### src/rtl/serial_frame_tx.sv
// Parallel-in, serial-out frame transmitter: start(0), DATA_W bits LSB first, optional even parity, stop(1).
// Parity stage is built only when SERIAL_FRAME_TX_PARITY_EN is defined.
module serial_frame_tx #(
  parameter int DATA_W       = 8,
  parameter int CLKS_PER_BIT = 4
) (
  input  logic              clk,
  input  logic              ret,
  input  logic [DATA_W-1:0] in_data,
  input  logic              in_valid,
  output logic              in_ready,
  output logic              tx,
  output logic              tx_n,
  output logic              busy
);

  localparam int CNT_W = $clog2(CLKS_PER_BIT) + 1;
  localparam int IDX_W = $clog2(DATA_W) + 1;
  localparam logic [CNT_W-1:0] CNT_LAST = CNT_W'(CLKS_PER_BIT - 1);
  localparam logic [IDX_W-1:0] IDX_LAST = IDX_W'(DATA_W - 1);

`ifdef SERIAL_FRAME_TX_PARITY_EN
  typedef enum logic [2:0] {
    S_IDLE   = 3'd0,
    S_START  = 3'd1,
    S_DATA   = 3'd2,
    S_PARITY = 3'd3,
    S_STOP   = 3'd4
  } state_t;
`else
  typedef enum logic [2:0] {
    S_IDLE  = 3'd0,
    S_START = 3'd1,
    S_DATA  = 3'd2,
    S_STOP  = 3'd4
  } state_t;
`endif

  state_t              r_state;
  state_t              w_state_next;
  logic [CNT_W-1:0]    r_cnt;
  logic [CNT_W-1:0]    w_cnt_next;
  logic [IDX_W-1:0]    r_idx;
  logic [IDX_W-1:0]    w_idx_next;
  logic [DATA_W-1:0]   r_shift;
  logic [DATA_W-1:0]   w_shift_next;
  logic                r_tx;
  logic                r_tx_n;
  logic                w_tx_next;
  logic                w_cnt_last;
`ifdef SERIAL_FRAME_TX_PARITY_EN
  logic                r_parity;
  logic                w_parity_next;
`endif

  always_ff @(posedge clk or negedge ret) begin
    if (!ret) begin
      r_state  <= S_IDLE;
      r_cnt    <= '0;
      r_idx    <= '0;
      r_shift  <= '0;
      r_tx     <= 1'b1;
      r_tx_n   <= 1'b0;
`ifdef SERIAL_FRAME_TX_PARITY_EN
      r_parity <= 1'b0;
`endif
    end else begin
      r_state  <= w_state_next;
      r_cnt    <= w_cnt_next;
      r_idx    <= w_idx_next;
      r_shift  <= w_shift_next;
      r_tx     <= w_tx_next;
      r_tx_n   <= ~w_tx_next;
`ifdef SERIAL_FRAME_TX_PARITY_EN
      r_parity <= w_parity_next;
`endif
    end
  end

  // Line value is derived from the current state and registered, so tx trails state by one clk.
  always_comb begin
    w_state_next = r_state;
    w_cnt_next   = r_cnt;
    w_idx_next   = r_idx;
    w_shift_next = r_shift;
    w_tx_next    = 1'b1;
    w_cnt_last   = (r_cnt == CNT_LAST);
`ifdef SERIAL_FRAME_TX_PARITY_EN
    w_parity_next = r_parity;
`endif
    case (r_state)
      S_IDLE: begin
        w_tx_next = 1'b1;
        if (in_valid) begin
          w_shift_next = in_data;
          w_state_next = S_START;
          w_cnt_next   = '0;
          w_idx_next   = '0;
`ifdef SERIAL_FRAME_TX_PARITY_EN
          w_parity_next = ^in_data;
`endif
        end
      end
      S_START: begin
        w_tx_next = 1'b0;
        if (w_cnt_last) begin
          w_cnt_next   = '0;
          w_idx_next   = '0;
          w_state_next = S_DATA;
        end else begin
          w_cnt_next = r_cnt + CNT_W'(1);
        end
      end
      S_DATA: begin
        w_tx_next = r_shift[0];
        if (w_cnt_last) begin
          w_cnt_next   = '0;
          w_shift_next = r_shift >> 1;
          if (r_idx == IDX_LAST) begin
`ifdef SERIAL_FRAME_TX_PARITY_EN
            w_state_next = S_PARITY;
`else
            w_state_next = S_STOP;
`endif
          end else begin
            w_idx_next = r_idx + IDX_W'(1);
          end
        end else begin
          w_cnt_next = r_cnt + CNT_W'(1);
        end
      end
`ifdef SERIAL_FRAME_TX_PARITY_EN
      S_PARITY: begin
        w_tx_next = r_parity;
        if (w_cnt_last) begin
          w_cnt_next   = '0;
          w_state_next = S_STOP;
        end else begin
          w_cnt_next = r_cnt + CNT_W'(1);
        end
      end
`endif
      S_STOP: begin
        w_tx_next = 1'b1;
        if (w_cnt_last) begin
          w_cnt_next   = '0;
          w_state_next = S_IDLE;
        end else begin
          w_cnt_next = r_cnt + CNT_W'(1);
        end
      end
      default: begin
        w_state_next = S_IDLE;
        w_cnt_next   = '0;
        w_idx_next   = '0;
      end
    endcase
  end

  assign in_ready = (r_state == S_IDLE);
  assign busy     = (r_state != S_IDLE);
  assign tx       = r_tx;
  assign tx_n     = r_tx_n;

endmodule

### config.mk
export PLATFORM = sky130hd
export DESIGN_NAME = serial_frame_tx
export DESIGN_NICKNAME = d
export VERILOG_FILES = /design/src/rtl/serial_frame_tx.sv
export SDC_FILE = /design/constraint.sdc
export NUM_CORES = 1
export LEC_CHECK = 0
export CORE_ASPECT_RATIO = 1.2
export CORE_UTILIZATION = 35
export DETAILED_ROUTE_END_ITERATION = 7
export GPL_ROUTABILITY_DRIVEN = 0
export SETUP_SLACK_MARGIN = 0.1
export SYNTH_ARGS = -nofsm -noshare
export SYNTH_HDL_FRONTEND = slang
export SYNTH_SLANG_ARGS = --single-unit
### constraint.sdc
create_clock -name clk -period 2.2 [get_ports clk]
set_clock_uncertainty 0.2 [all_clocks]
set_input_delay 0.44 -clock clk [delete_from_list [all_inputs] [get_ports clk]]
set_output_delay 0.44 -clock clk [all_outputs]
set_load 0.03 [all_outputs]
; ---- After elaboration in Yosys (flattened, before gate mapping)
; Cells that the tools add are included.
[word_totals]
ff_bits = 20
wordCells = 46
[op_classes]
add_sub_neg = 2
n_eq_ne = 11
mux = 18
n_bitwise = 2
reduce_logical = 7
[op_table]
columns = operator, count
row1 = 3-bit two-way mux, 7
row2 = 4-bit two-way mux, 4
row3 = 8-bit two-way mux, 2
row4 = 4-bit one-hot mux with 4 select lines, 1
row5 = 8-bit one-hot mux with 2 select lines, 1
row6 = 2-bit inequality test (second input constant), 6
row7 = 3-bit one-hot mux with 4 select lines, 1
row8 = 5-bit AND reduction, 2
row9 = 3-bit by 2-bit equality test with 1-bit output (second input constant), 2
row10 = 3-bit one-hot mux with 2 select lines, 1
row11 = 4-bit by 1-bit adder with 4-bit output (second input constant), 1
row12 = 4-bit by 3-bit equality test with 1-bit output (second input constant), 1
row13 = 3-bit by 1-bit adder with 3-bit output (second input constant), 1
row14 = 3-bit by 1-bit equality test with 1-bit output (second input constant), 1
row15 = 3-bit equality test (second input constant), 1
row16 = 3-bit logical NOT, 1
row17 = 3-bit AND reduction, 1
row18 = 3-bit nonzero test, 1
row19 = 3-bit OR reduction, 1
row20 = 1-bit NOT, 2
row21 = 1-bit one-hot mux with 2 select lines, 1
row22 = 2-bit nonzero test, 1

; ---- Logic depth before layout (Yosys ltp)
[logic_depth]
word_depth = 4
depth_mapped = 6
mapped_depth_nobuf = 5

; ---- Least setup slack after synthesis
; OpenSTA, ideal clock, no wires.
[synth_path]
kind = flip-flop to output port
start = register r_state[0]
end = output port in_ready
arrival_time_ns = 1.363
t_required_ns = 1.560
setup_slack_ns = 0.197
stages_incl_launch_ff = 5
path_cell_list = dfrtp_1 buf_6 buf_2 or3_1 inv_1
[synth_via]
elab_chain_len = 1
[synth_lines]
columns = element, line
row1 = from (decl), 39  ; state_t r_state;
row2 = from (signal assigned), 68  ; r_state <= w_state_next;
row3 = 3-bit logical NOT, 160  ; assign in_ready = (r_state == S_IDLE);
row4 = to (decl), 11  ; output logic in_ready,
; Every way passes these cells.

; ---- Worst setup path after layout
[layout_path]
start = register r_state[2]
end = output port in_ready
; Same word-level chain as after synthesis.

==> flow_metrics.env <==
export IMPL_synth_adder_area_share=0.02255
export IMPL_fin_crit_ns=1.946
export IMPL_slew_viol_final=0
export IMPL_max_freq_mhz=513.8
export IMPL_wl_per_cell_um=12.27
export IMPL_core_mm2=0.003028
export IMPL_antenna_cells=0
export IMPL_syn_area_per_cell_um2=9.567
export IMPL_synth_area_mm2=0.001110
export IMPL_clkSinkCount=20
export IMPL_post_route_cells_drive_above_1_share=0.1429
export IMPL_grt_pass1_vias=832
export IMPL_critical_path_required_ns=1.56
export IMPL_reg2reg_from="r_cnt[0]$_DFFE_PN0P_"
export IMPL_num_vias=858
export IMPL_drt_iter0_markers=20
export IMPL_postRouteWirelength_um=2073
export IMPL_clock_latency_ns=0.30
export IMPL_grt_use_met2=0.2313
export IMPL_final_hold_viol_count=0
export IMPL_firstDrtPassIters=4
export IMPL_critPathCaptureType="output port"
export IMPL_grtUsageTotal=0.1433
export IMPL_fill_cells=294
export IMPL_postCtsHoldBufs=0
export IMPL_die_w_um=53.41
export IMPL_crit_path_start_kind="register"
export IMPL_htree_num_levels=1
export IMPL_synth_compound_area_frac=0.1623
export IMPL_syn_inst=116
export IMPL_ys_ff_latch=20
export IMPL_multi_input_area_um2=529.3
export IMPL_cts_tree="yes"
export IMPL_pin_count=15
export IMPL_antenna_found_initial=0
export IMPL_muxShareOfSynthArea=0.07215
export IMPL_outcome="finished clean"
export IMPL_maxCapViolations=0
export IMPL_clockRootBuffer="clkbuf_4"
export IMPL_viasPerCell=5.077
export IMPL_r2r_end="r_idx[1]$_DFFE_PN0P_"
export IMPL_grt_setup_unrepaired="false"
export IMPL_grt_pass1_wl_um=3594
export IMPL_num_rows=22
export IMPL_setup_viol=0
export IMPL_ir_drop_uv=526.4
export IMPL_hold_ws_ns=0.2556
export IMPL_area_growth_pct=19.96
export IMPL_die_y_um=63.69
export IMPL_met1_usage=0.1886
export IMPL_synth_top_family_by_area="simple AND/OR/NAND/NOR gates"
export IMPL_grt_max_degree=21
export IMPL_setup_tns_ns=0
export IMPL_period_share=0.8848
export IMPL_worstRegToRegCells=5
export IMPL_synth_nets=129
export IMPL_rrSetupSlack_ns=0.34
export IMPL_worstSetupEndpoint="in_ready"
export IMPL_synth_xor_area_share=0.007892
export IMPL_initial_core_util=0.3665
export IMPL_yosys_area_share_simple=0.2120
export IMPL_drc=0
export IMPL_nets=147
export IMPL_powerDensity_mw_per_mm2=1205
export IMPL_yosysUniqueCellTypes=36
export IMPL_grt_use_met3=0.02174
export IMPL_grt_busiest_layer="met2"
export IMPL_synth_area_leaders="dfrtp_1 (43%), mux2i_1 (7.2%), nand2_1 (4.7%), o21ai_0 (4.1%), a21oi_1 (2.7%)"
export IMPL_crit_start="r_state[2]$_DFFE_PN0P_"
export IMPL_tightest_slew_ns=0.4078
export IMPL_cts_buffers=3
export IMPL_register_area_um2=501.7
export IMPL_yosys_area_top_type="dfrtp_1"
export IMPL_cts_max_path_buffers=2
export IMPL_p_leak_nw=0.5737
export IMPL_dieArea_mm2=0.003401
export IMPL_path_class="register to output port"
export IMPL_synthDominantCellAreaShare=0.4284
export IMPL_grt_overflow=0
export IMPL_hp_class="input port to async pin"
export IMPL_io_buffers=14
export IMPL_cp_arrival_ns=1.31
export IMPL_slew_headroom=0.7282
export IMPL_ys_warn_count=0
export IMPL_hpwl_um=1560
export IMPL_clk_pin_slew_ns=0.12
export IMPL_worstPathMaxFanout=2
export IMPL_yosysSeqAreaShare=0.4521
export IMPL_ant_nets=0
==> sequential cells by signal (all words and copies together) (netlist names) <==
name and cells:
r_idx 4, r_state 3, tx_n 1, r_shift 8
r_cnt 3, tx 1
==> report_power, final <==
part / internal [mW] / switching, mW
registers: 0.502 / 0.0619
clock network: 0.184 / 0.121
logic: 0.315 / 0.421
==> cells in the final DEF (no fill, tap or decap), types with 2 or more instances in the layout <==
cell type / count
dfrtp_1: 19
nand2_1: 14
clkdlybuf4s50_1: 11
o21ai_0: 9
nor2_1: 8
mux2i_1: 8
inv_1: 7
buf_4: 7
a21oi_1: 6
or3_1: 3
nor2b_1: 3
clkbuf_4: 3
nand2b_1: 2
or3b_1: 2
and3b_1: 2
or2_2: 2
nand3_1: 2
a211oi_1: 2
o21ai_1: 2
ha_1: 2
==> cell type report <==
cell class,instances,area share
Multi-Input combinational cell,82,0.3976
Sequential cell,20,0.3769
Timing Repair Buffer,20,0.1325
Tap cell,36,0.03383
Clock inverter,1,0.02256
Inverter,7,0.01974
Clock buffer,3,0.01692
==> logic make-up after synthesis <==
kind of cell	Yosys count
AOI/OAI and AO/OA	28
buffers and inverters	14
DFF	20
muxes	8
adders and majority gates	2
xor gates and xnor gates	1
and+or+nand+nor	43
==> worst max-delay path, cell delays in order (launching register included) <==
cell and delay [ns]:
dfrtp_1 0.39, or3_1 0.40, inv_1 0.06, buf_4 0.15
==> what timing repair did <==
item | in CTS | in global routing
setup endpoints to repair | 2 | 1
buffers inserted | 0 | 0
gates resized for setup | 2 | 2
==> worst min path at each step <==
stage	startpoint	slack [ns]	end
after global placement	r_shift[0]$_DFFE_PN0P_	0.26	r_shift[0]$_DFFE_PN0P_
final	ret	0.26	r_shift[0]$_DFFE_PN0P_
after floorplan	ret	-0.06	r_cnt[0]$_DFFE_PN0P_
after CTS	ret	0.26	r_cnt[2]$_DFFE_PN0P_
after global routing	ret	0.28	r_shift[0]$_DFFE_PN0P_
after detailed placement	r_shift[0]$_DFFE_PN0P_	0.27	r_shift[0]$_DFFE_PN0P_
==> synthesized netlist by cell type <==
| master | n |
|---|---|
| a211o_1 | 1 |
| a211oi_1 | 2 |
| a21boi_0 | 1 |
| a21oi_1 | 6 |
| a21oi_2 | 1 |
| and3b_1 | 2 |
| buf_2 | 3 |
| buf_4 | 2 |
| buf_6 | 2 |
| dfrtp_1 | 19 |
| dfstp_2 | 1 |
| ha_1 | 2 |
| inv_1 | 7 |
| mux2i_1 | 8 |
| nand2_1 | 14 |
| nand2b_1 | 2 |
| nand3_1 | 2 |
| nand3b_1 | 1 |
| nand4_1 | 1 |
| nor2_1 | 8 |
| nor2b_1 | 3 |
| nor3b_1 | 1 |
| nor3b_2 | 1 |
| o21ai_0 | 9 |
| o21ai_1 | 2 |
| o22ai_1 | 1 |
| o2bb2ai_1 | 1 |
| o311ai_0 | 1 |
| o31ai_2 | 1 |
| o32a_1 | 1 |
| o32ai_1 | 1 |
| or2_2 | 2 |
| or3_1 | 3 |
| or3b_1 | 2 |
| or4_4 | 1 |
| xnor2_1 | 1 |
==> routing by layer <==
metal  vias up  part of all wire
met4         0            0.0048
met1       398              0.47
met3         2             0.035
li1        439                 -
met2        19              0.48
met5         -                 0
==> metrics by stage <==
| step | cells | cell area (um2) | util | setup slack (ns) | total power, mW |
|---|---|---|---|---|---|
| floorplan | 116 | 1110 | - | 0.1974 | 1.135 |
| global placement | 165 | 1285 | 0.4244 | 0.1247 | 1.301 |
| detailed placement | 165 | 1285 | 0.4244 | 0.09550 | 1.332 |
| CTS | 169 | 1335 | 0.4409 | 0.07566 | 1.626 |
| global route | 169 | 1331 | 0.4397 | 0.1793 | 1.735 |
| finish | 169 | 1331 | 0.4397 | 0.2535 | 1.604 |
Note: power is estimated with default switching activity, not from simulation.
